## config.mk

```make
export PLATFORM = sky130hd
export DESIGN_NAME = coeff_token_ctrl
export DESIGN_NICKNAME = d
export VERILOG_FILES = /design/src/rtl/coeff_token_ctrl.sv
export SDC_FILE = /design/constraint.sdc
export NUM_CORES = 1
export LEC_CHECK = 0
export CAP_MARGIN = 30
export CELL_PAD_IN_SITES_DETAIL_PLACEMENT = 1
export CELL_PAD_IN_SITES_GLOBAL_PLACEMENT = 1
export CORE_ASPECT_RATIO = 1.4
export CORE_MARGIN = 2
export CORE_UTILIZATION = 27
export CTS_CLUSTER_SIZE = 40
export DETAILED_ROUTE_END_ITERATION = 10
export PLACE_DENSITY = 0.81
export SYNTH_ARGS = -nofsm -noshare
export SYNTH_HDL_FRONTEND = slang
export SYNTH_SLANG_ARGS = --single-unit
```

## constraint.sdc

```tcl
create_clock -name Clk -period 1.6 [get_ports Clk]
set_input_delay 0.24 -clock Clk [delete_from_list [all_inputs] [get_ports Clk]]
set_output_delay 0.24 -clock Clk [all_outputs]
set_load 0.02 [all_outputs]
```

## src/rtl/coeff_token_ctrl.sv

```systemverilog
`timescale 1ns/1ps
// coeff_token_ctrl
// Sequencer for one CAVLC coeff_token parse per residual block. It picks the
// VLC table from nC (or decodes the 6-bit fixed-length code itself for
// nC >= 8), registers the LUT result, asks the bitstream buffer to consume the
// code, and hands TotalCoeff/TrailingOnes to the level/run decoder.
//
// Ports:
//   Clk, nReset                 clock, asynchronous active-low reset
//   Start, nC, ChromaDC, Busy   parse request (sampled only when idle), busy flag
//   Bits, BitsValid             bitstream window (MSB first) and its valid flag
//   ShiftReq, ShiftAmt, ShiftAck  consume request to the bitstream buffer
//   TableSel, LutBits           query to the shared coeff_token LUT bank
//   LutTotalCoeff, LutTrailingOnes, LutNumShift  LUT answer (NumShift 0 = no code)
//   OutValid, OutReady          result handshake to the residual decoder
//   TotalCoeff, TrailingOnes, Error  result payload
module coeff_token_ctrl #(
  parameter int WIN = 16
) (
  input  logic           Clk,
  input  logic           nReset,
  input  logic           Start,
  input  logic [4:0]     nC,
  input  logic           ChromaDC,
  output logic           Busy,
  input  logic [WIN-1:0] Bits,
  input  logic           BitsValid,
  output logic           ShiftReq,
  output logic [4:0]     ShiftAmt,
  input  logic           ShiftAck,
  output logic [2:0]     TableSel,
  output logic [WIN-1:0] LutBits,
  input  logic [4:0]     LutTotalCoeff,
  input  logic [1:0]     LutTrailingOnes,
  input  logic [4:0]     LutNumShift,
  output logic           OutValid,
  input  logic           OutReady,
  output logic [4:0]     TotalCoeff,
  output logic [1:0]     TrailingOnes,
  output logic           Error
);

  // One-hot encoding so Busy/ShiftReq/OutValid come straight off flops.
  typedef enum logic [4:0] {
    S_IDLE   = 5'b00001,
    S_FETCH  = 5'b00010,
    S_LOOKUP = 5'b00100,
    S_SHIFT  = 5'b01000,
    S_OUT    = 5'b10000
  } state_t;

  state_t r_state;
  state_t w_state_next;

  logic       r_flc;
  logic [2:0] r_table_sel;
  logic [4:0] r_shift_amt;
  logic [4:0] r_total_coeff;
  logic [1:0] r_trailing_ones;
  logic       r_error;

  // Table choice from the request. nC above 16 still lands in the FLC range.
  logic [2:0] w_start_sel;
  logic       w_start_flc;

  always_comb begin
    w_start_flc = 1'b0;
    if (ChromaDC) begin
      w_start_sel = 3'd4;
    end else if (nC < 5'd2) begin
      w_start_sel = 3'd0;
    end else if (nC < 5'd4) begin
      w_start_sel = 3'd1;
    end else if (nC < 5'd8) begin
      w_start_sel = 3'd2;
    end else begin
      w_start_sel = 3'd3;
      w_start_flc = 1'b1;
    end
  end

  // Fixed-length code {x[3:0], y[1:0]}; 000011 is the escape for "no coefficients".
  logic [5:0] w_flc_code;
  logic [3:0] w_flc_x;
  logic [1:0] w_flc_y;
  logic       w_flc_zero;
  logic [4:0] w_flc_tc;
  logic       w_flc_err;

  assign w_flc_code = Bits[WIN-1 -: 6];
  assign w_flc_x    = w_flc_code[5:2];
  assign w_flc_y    = w_flc_code[1:0];
  assign w_flc_zero = (w_flc_code == 6'b000011);
  assign w_flc_tc   = w_flc_zero ? 5'd0 : ({1'b0, w_flc_x} + 5'd1);
  assign w_flc_err  = !w_flc_zero &&
                      (({3'b000, w_flc_y} > w_flc_tc) ||
                       ((w_flc_y == 2'd3) && (w_flc_x == 4'd0)));

  // Result selected by mode; an invalid code forces a zero payload.
  logic [4:0] w_res_tc;
  logic [1:0] w_res_t1;
  logic [4:0] w_res_amt;
  logic       w_res_err;

  always_comb begin
    if (r_flc) begin
      w_res_err = w_flc_err;
      w_res_tc  = w_flc_tc;
      w_res_t1  = w_flc_zero ? 2'd0 : w_flc_y;
      w_res_amt = 5'd6;
    end else begin
      w_res_err = (LutNumShift == 5'd0);
      w_res_tc  = LutTotalCoeff;
      w_res_t1  = LutTrailingOnes;
      w_res_amt = LutNumShift;
    end
    if (w_res_err) begin
      w_res_tc = 5'd0;
      w_res_t1 = 2'd0;
    end
  end

  // State register
  always_ff @(posedge Clk or negedge nReset) begin
    if (!nReset) begin
      r_state <= S_IDLE;
    end else begin
      r_state <= w_state_next;
    end
  end

  // Next-state logic
  always_comb begin
    w_state_next = r_state;
    unique case (r_state)
      S_IDLE:   if (Start)     w_state_next = S_FETCH;
      S_FETCH:  if (BitsValid) w_state_next = S_LOOKUP;
      S_LOOKUP: w_state_next = w_res_err ? S_OUT : S_SHIFT;
      S_SHIFT:  if (ShiftAck)  w_state_next = S_OUT;
      S_OUT:    if (OutReady)  w_state_next = S_IDLE;
      default:  w_state_next = S_IDLE;
    endcase
  end

  // Output logic
  always_comb begin
    Busy     = ~r_state[0];
    ShiftReq = r_state[3];
    OutValid = r_state[4];
  end

  // Datapath registers: table choice at Start, result capture in LOOKUP.
  always_ff @(posedge Clk or negedge nReset) begin
    if (!nReset) begin
      r_flc           <= 1'b0;
      r_table_sel     <= 3'd0;
      r_shift_amt     <= 5'd0;
      r_total_coeff   <= 5'd0;
      r_trailing_ones <= 2'd0;
      r_error         <= 1'b0;
    end else begin
      if ((r_state == S_IDLE) && Start) begin
        r_flc       <= w_start_flc;
        r_table_sel <= w_start_sel;
      end
      if (r_state == S_LOOKUP) begin
        r_shift_amt     <= w_res_amt;
        r_total_coeff   <= w_res_tc;
        r_trailing_ones <= w_res_t1;
        r_error         <= w_res_err;
      end
    end
  end

  assign TableSel     = r_table_sel;
  assign ShiftAmt     = r_shift_amt;
  assign TotalCoeff   = r_total_coeff;
  assign TrailingOnes = r_trailing_ones;
  assign Error        = r_error;
  assign LutBits      = Bits;

endmodule

```

== Word-level counts from Yosys, hierarchy flattened ==
Index checks and enable logic that the tools add are counted.

* Flip-flop bits (word level): 22
* Bits of input ports: 40
* Logic and storage cells: 54
* Output and inout port bits: 35

* Reductions and logical operators: 8
* Equal/unequal tests: 11
* Bitwise gates (word level): 1
* Add/subtract/negate cells: 1
* Muxes and demuxes: 22
* Order comparisons: 4

{| class="wikitable"
|+ Operators with widths
! kind !! count
|-
| 2-to-1 mux 5 bit || 9
|-
| case mux 5 bit (5 select lines) || 1
|-
| 2-to-1 mux 2 bit || 5
|-
| inequality test 2 bit, second input constant || 4
|-
| equality test 6 x 2 -> 1 bit, second input constant || 1
|-
| 2-to-1 mux 1 bit || 6
|-
| adder 4 x 1 -> 5 bit, second input constant || 1
|-
| equality test 5 x 1 -> 1 bit, second input constant || 1
|-
| equality test 5 x 2 -> 1 bit, second input constant || 1
|-
| equality test 5 x 3 -> 1 bit, second input constant || 1
|-
| equality test 5 x 4 -> 1 bit, second input constant || 1
|-
| equality test 5 bit, second input constant || 1
|-
| > comparator 2 x 5 -> 1 bit || 1
|-
| logical NOT 5 bit || 1
|-
| < comparator 5 x 2 -> 1 bit, second input constant || 1
|-
| < comparator 5 x 3 -> 1 bit, second input constant || 1
|-
| < comparator 5 x 4 -> 1 bit, second input constant || 1
|-
| logical NOT 4 bit || 1
|-
| AND reduction 4 bit || 1
|-
| logical AND 1 bit || 3
|-
| 2-to-1 mux 3 bit || 1
|-
| equality test 2 bit, second input constant || 1
|-
| logical NOT 1 bit || 1
|-
| logical OR 1 bit || 1
|-
| inverter 1 bit || 1
|}

== Longest topological paths before layout ==
* Depth after elaboration: 8
* Gate-level depth with buffers: 8
* Gate-level depth less buffers: 8

== Worst setup path after synthesis ==
Ideal clock, no wire load.

* Path type: input-to-reg
* Start: input Bits[12]
* End: register r_state[3]
* Setup slack: -128 ps
* Required time: 1457 ps
* Buffers on the path: 0
* Data arrival time: 1584 ps
* Cell stages on the path: 7
* Library setup time: 143 ps
* Path through: inv_1 > ha_1 > inv_1 > ha_1 > nand3_1 > a2111oi_4 > o21ai_0

* Longest elaborated chain between the ends: 8
* Elaborated cells on any way between the ends: 12
* Classes of those cells: add/sub (1); order compare (1); eq/ne (1); mux (4); reduce/logical (5)

{| class="wikitable"
|+ RTL lines
! element !! RTL line !! text
|-
| start: declaration || 26 || <nowiki>input logic [WIN-1:0] Bits,</nowiki>
|-
| adder 4 x 1 -> 5 bit / equality test 6 x 2 -> 1 bit (equally long branches) || 94, 93 ||
|-
| 2-to-1 mux 5 bit || 94 || <nowiki>assign w_flc_tc = w_flc_zero ? 5'd0 : ({1'b0, w_flc_x} + 5'd1);</nowiki>
|-
| > comparator 2 x 5 -> 1 bit || 96 || <nowiki>(({3'b000, w_flc_y} > w_flc_tc) ||</nowiki>
|-
| logical OR 1 bit || 96 ||
|-
| logical AND 1 bit * || 95 || <nowiki>assign w_flc_err = !w_flc_zero &&</nowiki>
|-
| 2-to-1 mux 1 bit * || 106 || <nowiki>if (r_flc) begin</nowiki>
|-
| 2-to-1 mux 5 bit * || 138 || <nowiki>S_LOOKUP: w_state_next = w_res_err ? S_OUT : S_SHIFT;</nowiki>
|-
| case mux 5 bit (5 select lines) * || 135 || <nowiki>unique case (r_state)</nowiki>
|-
| end signal: assignment || 128 || <nowiki>r_state <= w_state_next;</nowiki>
|-
| end: declaration || 52 || <nowiki>state_t r_state;</nowiki>
|}

Every way passes the cells marked *; elsewhere a longest branch is shown, timed or not.
A chain may end at the register's enable or synchronous reset.

== Worst setup path after layout ==
* Start: input Bits[12]
* End: register r_error (netlist: Error)

* Longest elaborated chain between the ends: 6
* Elaborated cells on any way between the ends: 10
* Classes of those cells: add/sub (1); order compare (1); eq/ne (1); mux (2); reduce/logical (5)

{| class="wikitable"
|+ RTL lines
! element !! RTL line !! text
|-
| adder 4 x 1 -> 5 bit / equality test 6 x 2 -> 1 bit (equally long branches) || 94, 93 ||
|-
| 2-to-1 mux 5 bit || 94 ||
|-
| > comparator 2 x 5 -> 1 bit || 96 ||
|-
| logical OR 1 bit || 96 ||
|-
| logical AND 1 bit * || 95 ||
|-
| 2-to-1 mux 1 bit * || 106 ||
|-
| end signal: assignment || 170 || <nowiki>r_error <= w_res_err;</nowiki>
|-
| end: declaration || 60 || <nowiki>logic r_error;</nowiki>
|}

Marked as above.

==> flow_summary_export.csv <==
group,metric,value,unit
die,pin_count,75,
setup_path,crit_family,"adder cells",
setup_path,worstPathCellList,"buf_4, inv_8, ha_4, inv_2, ha_4, nand3_2, a2111oi_4, buf_6, a2bb2oi_2",
sta,finalWorstSetupSlack,58.5,ps
placed_design,gp_congestion,0.776,
sta,max_slew.worst_pin.slew,328,ps
layout,fin_util,44.0,%
yosys,netlist_top_cells_count,"21 x dfrtp_1, 19 x nand2_1, 17 x buf_4",
yosys,synthMuxAreaShare,3.15,%
yosys,ys_types,36,
yosys,ys_async_sr_fraction,100,%
sta,worst_hold_slack,283,ps
global_routing,grt_use_total,14.8,%
routing,first_pass_iters,4,
yosys,yosysWarnings,0,
die,fp.dieArea,5590,um^2
routing,drtAntennaViolNets,0,
sta,layout_min_cycle_time,1540,ps
global_routing,grt_max_degree,23,
sta,slew_headroom,78.0,%
yosys,syn_area_per_cell,9.43,um^2
clock_tree,clk_pin_slew,80,ps
setup_path,worstPathMaxFanout,7,
placed_design,io_buffers,53,
yosys,ys_ff_latch,22,
setup_path,crit_top_cell,"ha_4",
setup_path,path_buf_inv,4,
clock_tree,h-tree-depth,1,
yosys,synth-simple-area-share,20.4,%
sta,setup_viol,0,
routing,post_drt_wl_per_cell,14.6,um
routing,vias_per_cell,4.75,
yosys,ys.flop_type,"dfrtp_1",
sta,slew_viol_final,0,
yosys,yosys-top-cells-area,"dfrtp_1 39%, buf_4 9.5%, nand2_1 5.3%",
run,maxCapViolations,0,
setup_path,critPathSlowestCell,"a2111oi_4",
placed_design,place_ws,-761,ps
setup_path,worstPathRequired,1800,ps
sta,worst_clock_skew,5.36,ps
layout,area_growth,57.8,%
die,start_util,27.9,%
clock_tree,cts.sinks,22,
yosys,synth_compound_area_share,17.5,%
yosys,synth_nets,186,
clock_tree,root_buffer,"clkbuf_8",
yosys,synthCells,143,
placed_design,dp.cells,262,
die,die_y,87.6,um
setup_path,critPathCaptureType,"flip-flop",
setup_path,worstSetupPathType,"primary input to flip-flop",
routing,num_vias,1273,
yosys,synth_top_area_cell,"dfrtp_1",
die,fp.coreArea,4840,um^2
global_routing,grt_pass1_vias,1415,
clock_tree,clk_latency,270,ps
routing,drt_wl_total,3920,um
sta,max_freq,649,MHz
yosys,yosysMostFrequentCell,"dfrtp_1",
yosys,syn_area,1350,um^2
layout,num_antenna_cells,0,
clock_tree,cts.path.max_buffers,2,
yosys,synth_xor_area_share,1.30,%
routing,drc,0,
pwr,power_density,1540,nW/um^2
global_routing,grt_pass1_wl,6470,um
die,fp-row-count,30,
die,die_w,63.7,um
global_routing,grt_remaining_overflow,0,
layout,nNetsFinal,248,
layout,drive_gt1_share,27.0,%
pwr,peakVddDrop,0.000451,V
global_routing,antenna_found_initial,0,
yosys,synth_fa_ha_area_share,2.78,%
status,outcome,"complete, no violations",
min_path,hold_class,"primary input to flip-flop",
pwr,leakage,0.968,nW
yosys,yosysSeqAreaShare,40.9,%
yosys,synth_top_family_by_area,"simple AND/OR/NAND/NOR gates",
clock_tree,cts_tree,"yes",
sta,period_share,96.3,%
placed_design,hpwl,3080,um
sta,finalHoldViolations,0,
layout,final_cells,268,
routing,drt_iter0_drc,21,
yosys,synth_top_area_share,39.0,%
setup_path,start_kind,"primary input",
setup_path,slowest_delay,370,ps
yosys,synth_edf_count,0,
clock_tree,cts_buffers,3,
setup_path,worstPathArrival,1740,ps
[registers in the layout, summed over array words and instances (netlist names)]
name	cells
ShiftAmt	5
TotalCoeff	5
r_state	5
TableSel	3
TrailingOnes	2
Error	1
r_flc	1
[cells in the final DEF, fill, tap and decap left out, types with 2 or more instances in the layout]
master and count:
inv_1 4, dfrtp_2 2, nor3_1 3, mux2i_1 2
clkdlybuf4s50_1 40, nor3b_1 3, buf_4 23, o21ai_1 2
nand3b_1 3, nor2_1 6, nand3_1 4, o31ai_1 4
dlymetal6s2s_1 4, xnor2_1 2, a2bb2oi_1 4, nand2_1 19
dfrtp_1 19, nor3_4 2, mux2_2 2, dlygate4sd2_1 7
buf_6 4, nand4b_1 3, clkbuf_8 3, nand4_1 2
inv_2 2, ha_4 2, o31ai_2 2, o21ai_0 10
[layer usage]
layer  track usage, %  part of all wire (%)
met5                0                     0
met4             6.92                   3.6
met3             2.06                   3.6
met2             28.8                    55
met1             15.5                    37
[final timing paths]
check,startpoint,to,slack (ps),depth (start not counted)
worst min-delay path,LutNumShift[4],ShiftAmt[4]$_DFFE_PN0N_,280,3
worst max-delay path,Bits[12],Error$_DFFE_PN0N_,60,9
worst max register to register,r_state[4]$_DFFE_PN0P_,TrailingOnes[1]$_DFFE_PN0N_,80,5
min in group asynchronous,nReset,TotalCoeff[2]$_DFFE_PN0N_,320,2
worst min register to register,ShiftAmt[1]$_DFFE_PN0N_,ShiftAmt[1]$_DFFE_PN0N_,490,2
max in group asynchronous,nReset,r_state[0]$_DFFE_PN1P_,1000,2
[kinds of logic after synthesis]
family / Yosys count
adders and majority gates: 3
DFF: 22
buffers and inverters: 29
AOI/OAI and AO/OA: 32
xor gates and xnor gates: 2
muxes: 4
and+or+nand+nor: 51
[area by class of cell]
cell class / count / area [um^2]
repair buffers: 78 / 729
clock buffers: 4 / 45.0
flip-flops and latches: 22 / 554
inverters: 8 / 42.5
multi-input cells: 92 / 677
fillers: 562 / 2710
well taps: 64 / 80.1
[power by group]
| group | leakage (nW) | internal (mW) | switching [mW] |
|---|---|---|---|
| Sequential | 0.265 | 0.832 | 0.200 |
| Combinational | 0.681 | 0.944 | 0.950 |
| Clock | 0.0228 | 0.178 | 0.182 |
[worst reg2reg max path, stage by stage (launching register included)]
cell and delay (ps):
dfrtp_2 450, nor3_4 220, nand3b_1 130, or2_4 260, buf_6 130, o31ai_1 240
[stage by stage]
stage | instance area (um^2) | total power, mW | setup TNS [ps]
6_report | 2130 | 3.28 | 0
5_1_grt | 2130 | 3.51 | -30.7
4_1_cts | 2050 | 3.23 | -1.62
3_5_place_dp | 2010 | 2.88 | -7060
3_3_place_gp | 2010 | 2.81 | -6510
2_1_floorplan | 1390 | 2.04 | -385
[timing repair]
action,CTS,global route
hold buffers,0,0
gates cloned,0,0
buffers inserted,0,2
pin swaps,1,6
hold endpoints to repair,0,0
resized for setup,20,18
setup endpoints to repair,19,14
(Power assumes the default switching activity.)
